**config.mk**
```make
export PLATFORM = sky130hd
export DESIGN_NAME = ones_pattern_gen
export DESIGN_NICKNAME = d
export VERILOG_FILES = /design/src/rtl/ones_pattern_gen_pkg.sv /design/src/rtl/ones_pattern_gen_next.sv /design/src/rtl/ones_pattern_gen.sv
export SDC_FILE = /design/constraint.sdc
export NUM_CORES = 1
export LEC_CHECK = 0
export ABC_CLOCK_PERIOD_IN_PS = 2900
export BUFFER_PORTS_ARGS = -buffer_cell sky130_fd_sc_hd__buf_2
export CORE_ASPECT_RATIO = 0.75
export CORE_UTILIZATION = 59
export CTS_CLUSTER_SIZE = 16
export DETAILED_ROUTE_END_ITERATION = 16
export GPL_TIMING_DRIVEN = 0
export PLACE_DENSITY = 0.81
export SLEW_MARGIN = 20
export SYNTH_ARGS = -nofsm -noshare
export SYNTH_HDL_FRONTEND = slang
export SYNTH_SLANG_ARGS = --single-unit
```
**constraint.sdc**
```tcl
create_clock -name clk -period 2.9 [get_ports clk]
set_input_delay 0 -clock clk [delete_from_list [all_inputs] [get_ports clk]]
set_output_delay 0 -clock clk [all_outputs]
set_load 0.03 [all_outputs]
```
**src/rtl/ones_pattern_gen_pkg.sv**
```systemverilog
// Shared definitions for the fixed-weight pattern enumerator.
package ones_pattern_gen_pkg;

    // Default pattern width.
    localparam int DEFAULT_W = 8;

    // Controller states.
    typedef enum logic [1:0] {
        IDLE   = 2'd0,
        EMIT   = 2'd1,
        FINISH = 2'd2
    } state_t;

endpackage

```
**src/rtl/ones_pattern_gen_next.sv**
```systemverilog
// Combinational successor: the next larger W-bit value with the same popcount
// (Gosper's hack). Arithmetic runs one bit wider than the pattern so the carry
// out of x + c lands in a spare bit instead of wrapping into the result.
module ones_next_pattern
    import ones_pattern_gen_pkg::*;
#(
    parameter int W = DEFAULT_W
) (
    input  logic [W-1:0] x,
    output logic [W-1:0] next
);

    localparam int XW = W + 1;
    localparam int SW = $clog2(XW);

    logic [XW-1:0] xe;
    logic [XW-1:0] c;
    logic [XW-1:0] r;
    logic [XW-1:0] diff;
    logic [XW-1:0] sum;
    logic [SW-1:0] shamt;

    // Lowest set bit, ripple sum, and the shifted-down tail of moved bits.
    always_comb begin
        xe    = {1'b0, x};
        c     = xe & (~xe + XW'(1));
        r     = xe + c;
        shamt = '0;
        // c is a single bit (or zero); its position is log2(c).
        for (int i = 0; i < XW; i++) begin
            if (c[i]) begin
                shamt = SW'(i);
            end
        end
        diff = (r ^ xe) >> 2;
        diff = diff >> shamt;
        sum  = diff | r;
        next = sum[W-1:0];
    end

endmodule

```
**src/rtl/ones_pattern_gen.sv**
```systemverilog
// Enumerates every W-bit value with a requested number of ones, in ascending
// order, over a valid/ready stream. First pattern appears one cycle after an
// accepted start; done pulses in the cycle after the final handshake.
module ones_pattern_gen
    import ones_pattern_gen_pkg::*;
#(
    parameter int W = DEFAULT_W
) (
    input  logic                     clk,
    input  logic                     rst_n,
    input  logic                     start,
    input  logic [$clog2(W+1)-1:0]   weight,
    output logic [W-1:0]             pat,
    output logic                     pat_valid,
    input  logic                     pat_ready,
    output logic                     pat_last,
    output logic                     busy,
    output logic                     done,
    output logic                     err
);

    localparam int WW = $clog2(W + 1);

    state_t          state_reg, state_next;
    logic [W-1:0]    pat_reg, pat_next;
    logic [WW-1:0]   weight_reg, weight_next;
    logic            valid_reg, valid_next;
    logic            busy_reg, busy_next;
    logic            done_reg, done_next;
    logic            err_reg, err_next;

    logic [W-1:0]    init_pat;
    logic [W-1:0]    top_pat;
    logic [W-1:0]    gosper_pat;
    logic [WW-1:0]   top_base;
    logic            weight_bad;
    logic            last_now;
    logic            handshake;

    // Top pattern has ones in bit positions >= W - weight.
    assign top_base   = WW'(W) - weight_reg;
    assign weight_bad = (weight > WW'(W));

    // First pattern is the low `weight` bits set; last is the high `weight` bits.
    for (genvar gi = 0; gi < W; gi++) begin : g_masks
        assign init_pat[gi] = (WW'(gi) < weight);
        assign top_pat[gi]  = (WW'(gi) >= top_base);
    end

    ones_next_pattern #(
        .W (W)
    ) u_next (
        .x    (pat_reg),
        .next (gosper_pat)
    );

    assign last_now  = valid_reg && (pat_reg == top_pat);
    assign handshake = valid_reg && pat_ready;

    assign pat       = pat_reg;
    assign pat_valid = valid_reg;
    assign pat_last  = last_now;
    assign busy      = busy_reg;
    assign done      = done_reg;
    assign err       = err_reg;

    // Next-state and next-output logic; everything is held unless changed below.
    always_comb begin
        state_next  = state_reg;
        pat_next    = pat_reg;
        weight_next = weight_reg;
        valid_next  = valid_reg;
        busy_next   = busy_reg;
        done_next   = 1'b0;
        err_next    = 1'b0;
        case (state_reg)
            IDLE: begin
                if (start) begin
                    if (weight_bad) begin
                        err_next = 1'b1;
                    end else begin
                        state_next  = EMIT;
                        weight_next = weight;
                        pat_next    = init_pat;
                        valid_next  = 1'b1;
                        busy_next   = 1'b1;
                    end
                end
            end
            EMIT: begin
                if (handshake) begin
                    if (last_now) begin
                        state_next = FINISH;
                        valid_next = 1'b0;
                        done_next  = 1'b1;
                    end else begin
                        pat_next = gosper_pat;
                    end
                end
            end
            FINISH: begin
                state_next = IDLE;
                busy_next  = 1'b0;
            end
            default: begin
                state_next = IDLE;
                valid_next = 1'b0;
                busy_next  = 1'b0;
            end
        endcase
    end

    // State and output registers; reset aborts any run in progress.
    always_ff @(posedge clk or negedge rst_n) begin
        if (!rst_n) begin
            state_reg  <= IDLE;
            pat_reg    <= '0;
            weight_reg <= '0;
            valid_reg  <= 1'b0;
            busy_reg   <= 1'b0;
            done_reg   <= 1'b0;
            err_reg    <= 1'b0;
        end else begin
            state_reg  <= state_next;
            pat_reg    <= pat_next;
            weight_reg <= weight_next;
            valid_reg  <= valid_next;
            busy_reg   <= busy_next;
            done_reg   <= done_next;
            err_reg    <= err_next;
        end
    end

endmodule

```
# Word level (Yosys, flattened, before mapping)
# Index checks and enable logic that the tools add are counted.
[totals]
regBits = 18
output_inout_bits = 13
[classes]
n_addsub = 3
magnitude_cmp = 17
eq_ne = 8
n_shift = 1
muxes = 30
bitwise_logic = 7
reduce_logical = 9
[ops]
columns = ["operator", "n"]
rows = [
  ["$mux W8", 4],
  ["$mux W4", 7],
  ["$ge A3 B4 Y1 const A", 4],
  ["$lt A3 B4 Y1 const A", 4],
  ["$pmux W8 S2", 1],
  ["$mux W1", 11],
  ["$ne A2 B2 Y1 const B", 5],
  ["$reduce_and A5 Y1", 2],
  ["$add A8 B9 Y9", 1],
  ["$add A9 B1 Y9 const B", 1],
  ["$and A8 B9 Y9", 1],
  ["$not A8 Y9", 1],
  ["$xor A9 B8 Y9", 1],
  ["$eq A8 B8 Y1", 1],
  ["$ge A1 B4 Y1 const A", 2],
  ["$ge A2 B4 Y1 const A", 2],
  ["$lt A1 B4 Y1 const A", 2],
  ["$lt A2 B4 Y1 const A", 2],
  ["$mux W2", 4],
  ["$or A8 B8 Y8", 1],
  ["$shr A7 B4 Y8", 1],
  ["$reduce_and A3 Y1", 2],
  ["$gt A4 B4 Y1 const B", 1],
  ["$pmux W2 S2", 1],
  ["10 further kinds", 13],
]

# Longest topological paths before layout
# Gate-level depths: netlist (run 1).
[depth]
depth_word = 16
mapped_depth = 10
depth_no_buf = 9

# Modules after synthesis
# Synthesis (run 1) repeated with hierarchy kept, for this count alone.
[unflattened]
hier_cells = 222
hier_area_um2 = 1818.0
[modules_own_cells]
columns = ["module", "instances", "cells_per_inst", "area_each_um2", "seq_area_each_um2"]
rows = [
  ["ones_pattern_gen", 1, 141, 1310.0, 450.4],
  ["ones_next_pattern", 1, 81, 508.0, 0.0],
]

# Least setup slack after synthesis (run 1)
# OpenSTA, ideal clock, no wires.
[synth_timing]
path_kind = "register to register"
start = "register weight_reg[1]"
end = "register valid_reg (netlist: pat_valid)"
setup_ps = 140
arrival_ps = 2408
setup_slack_ps = 351
stages_incl_launch_ff = 11
n_path_buf = 1
synth_period_minus_slack_ps = 2549
cell_sequence = "dfrtp_1 -> inv_1 -> ha_1 -> clkbuf_1 -> xnor2_1 -> o21ai_0 -> a31oi_1 -> o21ai_0 -> nor2_1 -> and2_1 -> o221ai_1"
[synth_via]
elab_chain_cells = 6
elab_cells_between_ends = 13
cone_classes = "1 x add/sub; 8 x order compare; 2 x eq/ne; 2 x reduce/logical"
[synth_rtl]
columns = ["element", "line_no", "rtl"]
rows = [
  ["start: declaration", "ones_pattern_gen.sv:26", "logic [WW-1:0] weight_reg, weight_next;"],
  ["start signal: assignment", "ones_pattern_gen.sv:126", "weight_reg <= weight_next;"],
  ["$sub A4 B4 Y4 (*)", "ones_pattern_gen.sv:41", "assign top_base = WW'(W) - weight_reg;"],
  ["$ge A1 B4 Y1, or another cell as far along", "ones_pattern_gen.sv:47", "assign top_pat[gi] = (WW'(gi) >= top_base);"],
  ["$eq A8 B8 Y1 (*)", "ones_pattern_gen.sv:57", "assign last_now = valid_reg && (pat_reg == top_pat);"],
  ["$logic_and A1 B1 Y1 (*)", "ones_pattern_gen.sv:57", ""],
  ["named net pat_last", "ones_pattern_gen.sv:16", "output logic pat_last,"],
  ["$ne A2 B2 Y1 (no source line) (*)", "--", ""],
  ["$reduce_and A5 Y1 (no source line) (*)", "--", ""],
  ["end signal: assignment", "ones_pattern_gen.sv:127", "valid_reg <= valid_next;"],
  ["end: declaration", "ones_pattern_gen.sv:27", "logic valid_reg, valid_next;"],
]
# The timed path passes the listed nets; every way through them passes the cells marked *.
# A chain may end at the register's enable or synchronous reset.

# Worst setup path in the final report (run 1)
[layout_timing]
start = "register weight_reg[1]"
end = "output pat_last"
[layout_via]
elab_chain_cells = 4
elab_cells_between_ends = 11
cone_classes = "1 x add/sub; 8 x order compare; 1 x eq/ne; 1 x reduce/logical"
[layout_rtl]
columns = ["element", "line_no"]
rows = [
  ["$sub A4 B4 Y4 (*)", "ones_pattern_gen.sv:41"],
  ["$ge A1 B4 Y1, or another cell as far along", "ones_pattern_gen.sv:47"],
  ["$eq A8 B8 Y1 (*)", "ones_pattern_gen.sv:57"],
  ["$logic_and A1 B1 Y1 (*)", "ones_pattern_gen.sv:57"],
  ["end: declaration", "ones_pattern_gen.sv:16"],
]
# Every way passes the cells marked *; elsewhere a longest branch is shown, timed or not.

==> summary.txt, run 1 <==
Global routing
  • GRT Util Overall: 34.4%
  • Largest net degree at the start of global routing: 19
  • Global-route wire length before repair: 8.54 mm
  • GR Overflow Total: 0
  • Initial antenna violation count: 0
  • Vias in the first global route: 1,695

Timing
  • Max-slew violations: 0
  • Setup TNS: 0 ns
  • Final setup viols: 0
  • Hold Fails Final Rpt: 0
  • Post-Route Skew: 0.000664 ns
  • RSZ-0062 raised after global routing: no
  • Max-slew headroom: 43.9%
  • Maximum clock rate: 382 MHz
  • Final period utilization: 90.3%
  • Period minus WS final: 2.62 ns
  • Worst-Margin Slew: 0.834 ns

Floorplan
  • Die Ht: 50.0 um
  • Die extent in x: 66.0 um
  • I/O pin total: 21
  • Core area: 0.00294 mm2
  • Die Area: 0.00330 mm2
  • Row count: 17
  • Initial Utilization: 61.7%

Pwr
  • Seq pwr share: 17.2%
  • Worst vdd ir: 0.000725 V
  • P per Cell Area: 1350 mW/mm2
  • Combinational power share: 75.3%
  • P_leak: 0.000880 uW
  • Switching portion of total power: 54.2%
  • Clk pwr share: 7.5%
  • Internal Pwr Total: 1250 uW
  • Switching power: 1480 uW

Critical path
  • Worst reg2reg path depth: 10
  • Flop-to-flop setup slack: 0.33 ns
  • Crit path required time: 2.90 ns
  • CP Launch Type: register
  • R2r startpoint: weight_reg[1]$_DFFE_PN0P_
  • Worst Path Arrival: 2.62 ns
  • Crit end category: output pin
  • Critical path peak fanout: 8
  • Crit path kind: register to output pin
  • Worst R2R End: pat[0]$_DFFE_PN0P_

Layout
  • Area growth, synth to finish: 11.9%
  • Final core occ: 69.1%
  • Fillers: 260
  • Multi-input gate area: 0.00125 mm2
  • Layout cell share with drive strength beyond 1: 18.3%
  • Commonest non-fill, non-tap cell in the layout: a21oi_1
  • Total Nets Final: 275
  • Number of diodes: 0
  • Reg area: 450 um2
  • Max reg flops: 8
  • Most frequent cells in the layout: a21oi_1 (22), nand2_1 (21), o21ai_0 (21)

Logic synthesis
  • Number of synthesized flops with an enable pin: 0
  • Seq/Total Area, Yosys: 24.9%
  • Cells after Synth: 239
  • Seq cells post-synth: 18
  • Net count after synthesis: 250
  • Total of warnings raised by yosys: 0
  • Mapped Avg Cell Area: 7.58 um2
  • Synth cell types: 63
  • Synth Flop Type: dfrtp_1
  • Syn Std Cell Area: 0.00181 mm2
  • Async S/R FF share, synth: 100%

Run status
  • Status: completed

Place
  • Post-DP HPWL: 3.92 mm
  • GP Congestion: 1.01
  • Port bufs: 19

Routing
  • DRT Pass-1 Iters: 5
  • Final ANT Viol Nets: 0
  • Vias per inst: 6.70
  • Routed WL per cell: 17.7 um
  • 1st-iter DRT viols: 340
  • Drc violations: 0
  • DRT Wirelength: 5.33 mm
  • Vias post-DR: 2,018

Hold path
  • Hold Crit Start: pat_ready
  • Hold Path End: done$_DFF_PN0_
  • Min-delay worst type: input port to register
  • Hold path depth: 2

Clocking
  • Clock-pin slew on the worst setup and hold paths: 0.07 ns
  • Clk buf depth: 2
  • CTS sink count: 18
  • CTS buffer count: 3
  • Setup Fix Bufs, Post-CTS: 0
  • Root Buffer: clkbuf_8
  • CTS tree: done
  • # H-tree levels: 1
  • Worst-skew pair later-pin latency: 0.25 ns

Run
  • Max-cap viol count: 0
## synth_stat cells, types with 4 or more instances
library cell | count | share of area, %
mux2i_1 | 4 | 2.2
dfrtp_1 | 18 | 25
and2_1 | 4 | 1.4
o21bai_1 | 4 | 1.7
o211ai_1 | 4 | 1.7
inv_1 | 8 | 1.7
nand2b_1 | 6 | 2.1
nand3_1 | 7 | 1.9
nor2_1 | 19 | 3.9
a21oi_1 | 22 | 6.1
nand2_1 | 21 | 4.4
a31oi_1 | 6 | 2.1
o21ai_0 | 21 | 5.8
clkbuf_1 | 12 | 2.5
nor2b_1 | 12 | 4.1
## per-layer routing
metal  global-route usage [%]  vias up  share of wire [%]  routed length (um)
li1                         -      931                  -                   -
met1                     55.1      948                 46                2440
met2                     45.9      131                 42                2230
met3                     6.94        8                 11                 599
met4                     7.80        0               0.99                  53
met5                        0        -                  0                   0
## power by group through the flow
| stage | Combinational, uW | Sequential, uW | Clock, uW |
|---|---|---|---|
| floorplan | 1410 | 579 | 0 |
| CTS | 2000 | 464 | 205 |
| global route | 2240 | 488 | 215 |
| global placement | 1970 | 463 | 0 |
| finish | 2060 | 469 | 206 |
| detailed placement | 1980 | 470 | 0 |
## repair_timing
item	4_1_cts	5_1_grt
resized for setup	0	1
hold buffers	1	0
hold endpoints to repair	18	0
endpoints found under the setup margin	0	3
## logic make-up after synthesis
logic type / after synthesis / share of synthesized area [%]
XOR/XNOR: 2 / 0.967
multiplexers: 7 / 4.28
adder cells (fa/ha/maj): 3 / 2.07
AO/OA/AOI/OAI: 89 / 33.4
buffers and inverters: 26 / 6.49
AND/OR/NAND/NOR: 94 / 28.0
flip-flops: 18 / 24.9
## critical path, cell delays in order (launching register included)
cell and delay (ns):
dfrtp_1 0.48, inv_1 0.10, ha_1 0.20, clkbuf_1 0.19, xnor2_2 0.31, o21ai_0 0.13
a31oi_1 0.28, o21ai_0 0.12, nor2_1 0.28, buf_2 0.26
## cell type report
| cell class | count | share of cell area (%) |
|---|---|---|
| tap | 38 | 2.35 |
| buffer | 18 | 4.32 |
| multi-input combinational | 195 | 61.7 |
| inverter | 8 | 1.48 |
| sequential | 18 | 22.2 |
| clock buffer | 4 | 2.72 |
| timing repair buffer | 20 | 5.19 |
## through the flow
step	power [uW]	std cells	instance area (um2)	setup slack [ns]	hold WS (ns)
floorplan	1990	239	1810	0.351	-0.296
global placement	2440	296	1950	0.352	-0.0525
detailed placement	2450	296	1950	0.289	-0.0504
CTS	2660	301	2020	0.214	0.0205
global route	2940	301	2030	0.0556	0.0167
finish	2730	301	2030	0.282	0.0199
## worst max-delay path by stage
stage                              startpoint               endpoint  slack (ns)
detailed placement  weight_reg[1]$_DFFE_PN0P_  pat_valid$_DFFE_PN0P_        0.29
finish              weight_reg[1]$_DFFE_PN0P_               pat_last        0.28
global route        weight_reg[1]$_DFFE_PN0P_               pat_last        0.06
CTS                 weight_reg[1]$_DFFE_PN0P_               pat_last        0.21
floorplan           weight_reg[1]$_DFFE_PN0P_  pat_valid$_DFFE_PN0P_        0.35
global placement           pat[4]$_DFFE_PN0P_     pat[5]$_DFFE_PN0P_        0.35
(Power assumes the default switching activity.)
==> run 2: changes to the inputs <==
- SYNTH_HIERARCHICAL: unset -> 1
==> run 2 against run 1 <==
Effect of this change:
- utilization grew 2.1 points
- first-iteration DRC count shrank 9.1%
- global-route usage shrank 2.1 points
- combinational power shrank 25%
- sequential cell count is the same
- wire length shrank 11%
- critical path depth grew 1
- non-clock buffer count grew 1
- largest power group unchanged
- via count shrank 4.8%
- die area grew 0.34%
==> summary.txt, run 2 <==
Run status
  • Status: completed

Place
  • Area post-placement: 0.00196 mm2
  • Post-DP HPWL: 3.44 mm
  • GP Congestion: 0.921
  • Port bufs: 19
  • Post-placement cell count: 279

Timing
  • Worst-Margin Slew: 0.728 ns
  • Maximum clock rate: 361 MHz
  • RSZ-0062 raised after global routing: no
  • Hold WS: 0.0332 ns
  • Final period utilization: 95.5%
  • Max-slew headroom: 50.2%
  • Final setup viols: 0
  • Max-slew violations: 0
  • Period minus WS final: 2.77 ns
  • Setup TNS: 0 ns
  • Post-Route Skew: 0.00566 ns
  • Hold Fails Final Rpt: 0

Layout
  • Final non-filler cell total: 291
  • Total Nets Final: 265
  • Most frequent cells in the layout: nor2_1 (37), buf_2 (21), nand2_1 (18), dfrtp_1 (18), a21oi_1 (13)
  • Fillers: 233
  • Final instance area: 0.00209 mm2
  • Max reg flops: 8
  • Commonest non-fill, non-tap cell in the layout: nor2_1
  • Area growth, synth to finish: 14.9%
  • Number of diodes: 0
  • Layout cell share with drive strength beyond 1: 20.9%

Logic synthesis
  • Mapped Avg Cell Area: 8.19 um2
  • Cells after Synth: 222
  • Area leader, netlist: dfrtp_1
  • Total of warnings raised by yosys: 6
  • Post-synth top area share: 24.8%
  • Synth Flop Type: dfrtp_1
  • Main area contributors after synthesis: dfrtp_1 (25%), nor2_1 (7.6%), o211ai_1 (4.5%)
  • Syn Std Cell Area: 0.00182 mm2
  • Async S/R FF share, synth: 100%
  • Number of synthesized flops with an enable pin: 0
  • Count leader, synth: nor2_1
  • Seq cells post-synth: 18
  • Seq/Total Area, Yosys: 24.8%
  • Net count after synthesis: 233
  • Synth cell types: 60
  • Most common library cells after synthesis: nor2_1 (37), dfrtp_1 (18), nand2_1 (18)

Floorplan
  • Initial Utilization: 61.9%
  • Die Ht: 50.1 um
  • Row count: 17
  • I/O pin total: 21
  • Core area: 0.00294 mm2
  • Die extent in x: 66.1 um
  • Die Area: 0.00331 mm2

Pwr
  • P per Cell Area: 1090 mW/mm2
  • Clk pwr share: 8.9%
  • Combinational power share: 68.3%
  • Worst vdd ir: 0.000592 V
  • P_leak: 0.000852 uW
  • Switching portion of total power: 51.8%
  • Internal Pwr Total: 1090 uW
  • Switching power: 1170 uW
  • Seq pwr share: 22.8%

Critical path
  • Critical path peak fanout: 10
  • Crit end category: output pin
  • Flop-to-flop setup slack: 0.19 ns
  • CP startpoint: weight_reg[1]$_DFFE_PN0P_
  • Slowest stage delay, CP: 0.47 ns
  • Crit path required time: 2.90 ns
  • Crit path buf inv count: 4
  • Top delay family on crit path: compound AO/OA/AOI/OAI gates
  • CP Launch Type: register
  • Crit-path cells: inv_1 > ha_1 > xnor2_1 > and3_1 > o41ai_4 > o311ai_4 > or2_1 > buf_6 > inv_2 > buf_2
  • Worst Path Arrival: 2.77 ns
  • Crit path kind: register to output pin
  • R2r startpoint: weight_reg[1]$_DFFE_PN0P_
  • Slowest CP cell: dfrtp_1

Clocking
  • CTS buffer count: 3
  • # H-tree levels: 1
  • Worst-skew pair later-pin latency: 0.26 ns
  • Clk buf depth: 2
  • Clock-pin slew on the worst setup and hold paths: 0.07 ns
  • Root Buffer: clkbuf_8
  • CTS sink count: 18
  • CTS tree: done

Routing
  • Drc violations: 0
  • Final ANT Viol Nets: 0
  • 1st-iter DRT viols: 309
  • DRT Pass-1 Iters: 5
  • Vias post-DR: 1,922
  • DRT Wirelength: 4.77 mm
  • Routed WL per cell: 16.4 um
  • Vias per inst: 6.60

Hold path
  • Min-delay worst type: input port to register
  • Hold Crit Start: weight[3]

Global routing
  • Largest net degree at the start of global routing: 19
  • Initial antenna violation count: 0
  • Vias in the first global route: 1,637
  • GR Overflow Total: 0
  • Global-route wire length before repair: 8.04 mm
  • GRT Util Overall: 32.3%

Run
  • Max-cap viol count: 0
## run 2: changes by cell type after synthesis, moves of 4 or more
cell,previous run,this run
nor2_1,19,37
o21ai_0,21,4
clkbuf_1,12,2
a21oi_1,22,13
o311a_1,0,8
o211ai_1,4,11
nor3_1,3,9
nor2b_1,12,7
and2_1,4,0
mux2i_1,4,0
## run 2: final timing paths
kind | end | cells after the start
min in group asynchronous | pat[2]$_DFFE_PN0P_ | 2
worst min-delay path | err$_DFF_PN0_ | 3
worst min register to register | state_reg[0]$_DFFE_PN0P_ | 1
worst max register to register | pat[7]$_DFFE_PN0P_ | 9
worst max-delay path | pat_last | 10
max in group asynchronous | err$_DFF_PN0_ | 2
## run 2: kinds of logic (layout without fill, tap and decap cells)
| kind of cell | count (synthesis) | after routing | share of synthesized area [%] |
|---|---|---|---|
| multiplexers | 2 | 2 | 1.24 |
| AND/OR/NAND/NOR | 99 | 99 | 27.2 |
| adder cells (fa/ha/maj) | 4 | 4 | 2.62 |
| buffers and inverters | 20 | 51 | 7.23 |
| flip-flops | 18 | 18 | 24.8 |
| XOR/XNOR | 3 | 3 | 1.45 |
| AO/OA/AOI/OAI | 76 | 76 | 35.5 |
## run 2: power by group through the flow
stage	Sequential (uW)	Clock [uW]	Combinational, uW
floorplan	576	0	1080
global placement	512	0	1450
detailed placement	513	0	1460
CTS	508	206	1470
global route	530	217	1700
finish	517	202	1550
## run 2: cell type report
cell class | count | area [um2] | area share, %
multi-input cells | 184 | 1240 | 59.4
flip-flops and latches | 18 | 450 | 21.6
repair buffers | 27 | 163 | 7.79
plain buffers | 12 | 101 | 4.85
clock buffers | 4 | 55.1 | 2.64
well taps | 38 | 47.5 | 2.28
inverters | 8 | 30.0 | 1.44
## run 2: through the flow
stage / setup slack, ns / power, uW / util [%]
global placement: 0.183 / 1970 / 66.8
floorplan: 0.448 / 1650 / -
finish: 0.130 / 2270 / 71.1
detailed placement: 0.153 / 1970 / 66.8
global route: 0.000407 / 2450 / 71.1
CTS: 0.0465 / 2190 / 69.7
## run 2: worst register-to-register path, cell delays in order, from the launching register on
cell and delay (ns):
dfrtp_1 0.47, inv_1 0.11, ha_1 0.30, xnor2_1 0.18
and3_1 0.22, o41ai_4 0.35, o311ai_4 0.20, or2_1 0.28
buf_6 0.15, o311a_1 0.33
## run 2: metal layers
layer / global-route usage (%) / up-vias / wire length (um)
met2: 45.4 / 108 / 2020
met1: 49.1 / 890 / 2240
met4: 4.96 / 0 / 51
li1: - / 917 / -
met3: 9.49 / 7 / 460
met5: 0 / - / 0
## run 2: timing repair
| action | CTS | global route |
|---|---|---|
| gates resized for setup | 0 | 1 |
| setup buffers | 0 | 5 |
| endpoints found under the hold margin | 20 | 0 |
| setup endpoints to repair | 0 | 9 |
| hold buffers | 3 | 0 |
==> run 3: changes to the inputs <==
==> constraint.sdc (replaced) <==
create_clock -name clk -period 2.9 [get_ports clk]
set_input_delay 0.58 -clock clk [delete_from_list [all_inputs] [get_ports clk]]
set_output_delay 0.58 -clock clk [all_outputs]
set_load 0.03 [all_outputs]
==> run 3 against run 2 <==
Effect of this change:
- the run now ends with negative setup slack left
- die area stayed put
- sequential share of layout area shrank 0.38 points
- critical endpoint unchanged
- cell area rose by 2.3%
- largest cell class unchanged
==> summary.txt, run 3 (synthesis gave the netlist of run 2 again) <==
Routing
  • DRT Pass-1 Iters: 5
  • Drc violations: 0
  • 1st-iter DRT viols: 307
  • Final ANT Viol Nets: 0
  • Vias post-DR: 1,958
  • DRT Wirelength: 4.97 mm
  • Vias per inst: 6.75
  • Routed WL per cell: 17.1 um

Layout
  • Multi-input gate area: 0.00129 mm2
  • Layout cell share with drive strength beyond 1: 25.4%
  • Commonest non-fill, non-tap cell in the layout: nor2_1
  • Final core occ: 72.8%
  • Reg area: 453 um2
  • Most frequent cells in the layout: nor2_1 (37), buf_2 (20), nand2_1 (18)
  • Fillers: 211
  • Final non-filler cell total: 290
  • Area growth, synth to finish: 17.5%
  • Max reg flops: 8
  • Total Nets Final: 264
  • Number of diodes: 0

Critical path
  • Crit path kind: register to output pin
  • Crit path required time: 2.32 ns
  • Crit end category: output pin
  • Worst Path Arrival: 2.33 ns
  • Critical path peak fanout: 6
  • Flop-to-flop setup slack: 0.24 ns
  • CP Launch Type: register

Floorplan
  • Die Area: 0.00331 mm2
  • I/O pin total: 21
  • Die extent in x: 66.1 um
  • Die Ht: 50.1 um
  • Row count: 17
  • Core area: 0.00294 mm2
  • Initial Utilization: 61.9%

Timing
  • Worst-Margin Slew: 0.703 ns
  • Final period utilization: 100%
  • Max-slew violations: 0
  • RSZ-0062 raised after global routing: yes
  • Fin worst setup slack: -0.0102 ns
  • Hold Fails Final Rpt: 0
  • Maximum clock rate: 344 MHz
  • Post-Route Skew: 0.00510 ns
  • Max-slew headroom: 51.9%
  • Final setup viols: 1
  • Period minus WS final: 2.91 ns
  • Setup TNS: -0.0102 ns

Place
  • Post-placement cell count: 279
  • GP Congestion: 0.921
  • Post-DP HPWL: 3.44 mm
  • Port bufs: 19

Pwr
  • Combinational power share: 69.4%
  • Worst vdd ir: 0.000591 V
  • Clk pwr share: 8.5%
  • P_leak: 0.000852 uW
  • Switching power: 1230 uW
  • Internal Pwr Total: 1140 uW
  • P per Cell Area: 1110 mW/mm2
  • Seq pwr share: 22.1%
  • Switching portion of total power: 51.9%

Clocking
  • CTS sink count: 18
  • Hold Buf Count CTS: 0
  • CTS tree: done
  • Worst-skew pair later-pin latency: 0.26 ns
  • Clock-pin slew on the worst setup and hold paths: 0.07 ns
  • CTS buffer count: 3
  • # H-tree levels: 1
  • Clk buf depth: 2
  • Root Buffer: clkbuf_8

Run status
  • Failing checks: negative setup slack
  • Status: finished, violations left

Global routing
  • GR Overflow Total: 0
  • Global-route wire length before repair: 8.16 mm
  • GRT Util Overall: 32.6%
  • Vias in the first global route: 1,697
  • Largest net degree at the start of global routing: 19
  • Initial antenna violation count: 0

Run
  • Max-cap viol count: 0

Hold path
  • Min-delay worst type: input port to async pin
run 3: cell count changes in the layout (fill, tap and decap cells not counted), moves of 2 or more:
cell / before / now
ha_4: 0 / 3
inv_4: 0 / 2
dfrtp_1: 18 / 16
ha_1: 3 / 0
dfrtp_2: 0 / 2
dlygate4sd3_1: 4 / 1
buf_4: 6 / 9
inv_1: 6 / 4
run 3: area by class of cell:
cell class,instances,area share (%)
tap,38,2.22
multi-input combinational,184,60.6
buffer,11,4.22
sequential,18,21.2
timing repair buffer,27,7.55
clock buffer,4,2.58
inverter,8,1.64
run 3: routing by layer:
| layer | global-route usage (%) | wire (um) | up-vias |
|---|---|---|---|
| met5 | 0 | 0 | - |
| met4 | 5.32 | 37 | 0 |
| met3 | 10.4 | 511 | 7 |
| met2 | 47.6 | 2110 | 113 |
| met1 | 47.4 | 2300 | 920 |
| li1 | - | - | 918 |
run 3: final timing paths:
path	from	end	cells past startpoint
max in group asynchronous	rst_n	weight_reg[1]$_DFFE_PN0P_	1
min reg2reg	state_reg[1]$_DFFE_PN0P_	state_reg[0]$_DFFE_PN0P_	1
max reg2reg	pat[2]$_DFFE_PN0P_	pat[3]$_DFFE_PN0P_	9
max	weight_reg[1]$_DFFE_PN0P_	pat_last	10
min	rst_n	pat[2]$_DFFE_PN0P_	1
min in group clk	state_reg[1]$_DFFE_PN0P_	state_reg[0]$_DFFE_PN0P_	1
run 3: critical path, cell delays in order, from the launching register on:
cell      delay [ns]
dfrtp_2         0.45
inv_4           0.07
ha_4            0.18
nand2b_1        0.17
o211ai_1        0.13
buf_4           0.17
a31o_2          0.23
a211oi_4        0.30
or2_4           0.21
inv_4           0.04
buf_6           0.13
run 3: timing repair:
action	4_1_cts	5_1_grt
pin swaps	6	5
buffers inserted	5	3
endpoints found under the hold margin	0	0
endpoints found under the setup margin	1	1
gates cloned	0	0
resized for setup	9	9
run 3: power by group through the flow:
stage	Clock (uW)	Sequential [uW]	Combinational (uW)
2_1_floorplan	0	576	1080
4_1_cts	206	506	1540
6_report	202	523	1640
3_3_place_gp	0	512	1450
5_1_grt	217	534	1790
3_5_place_dp	0	513	1460
run 3: metrics by stage:
stage / instance area (um2) / setup WS (ns) / hold slack [ns] / total power [uW]
after CTS: 2080 / -0.105 / 0.245 / 2250
after detailed placement: 1960 / -0.235 / 0.478 / 1970
final: 2140 / -0.0102 / 0.240 / 2360
after global placement: 1960 / -0.209 / 0.477 / 1970
after floorplan: 1820 / 0.166 / 0.284 / 1650
after global routing: 2140 / -0.0877 / 0.271 / 2540
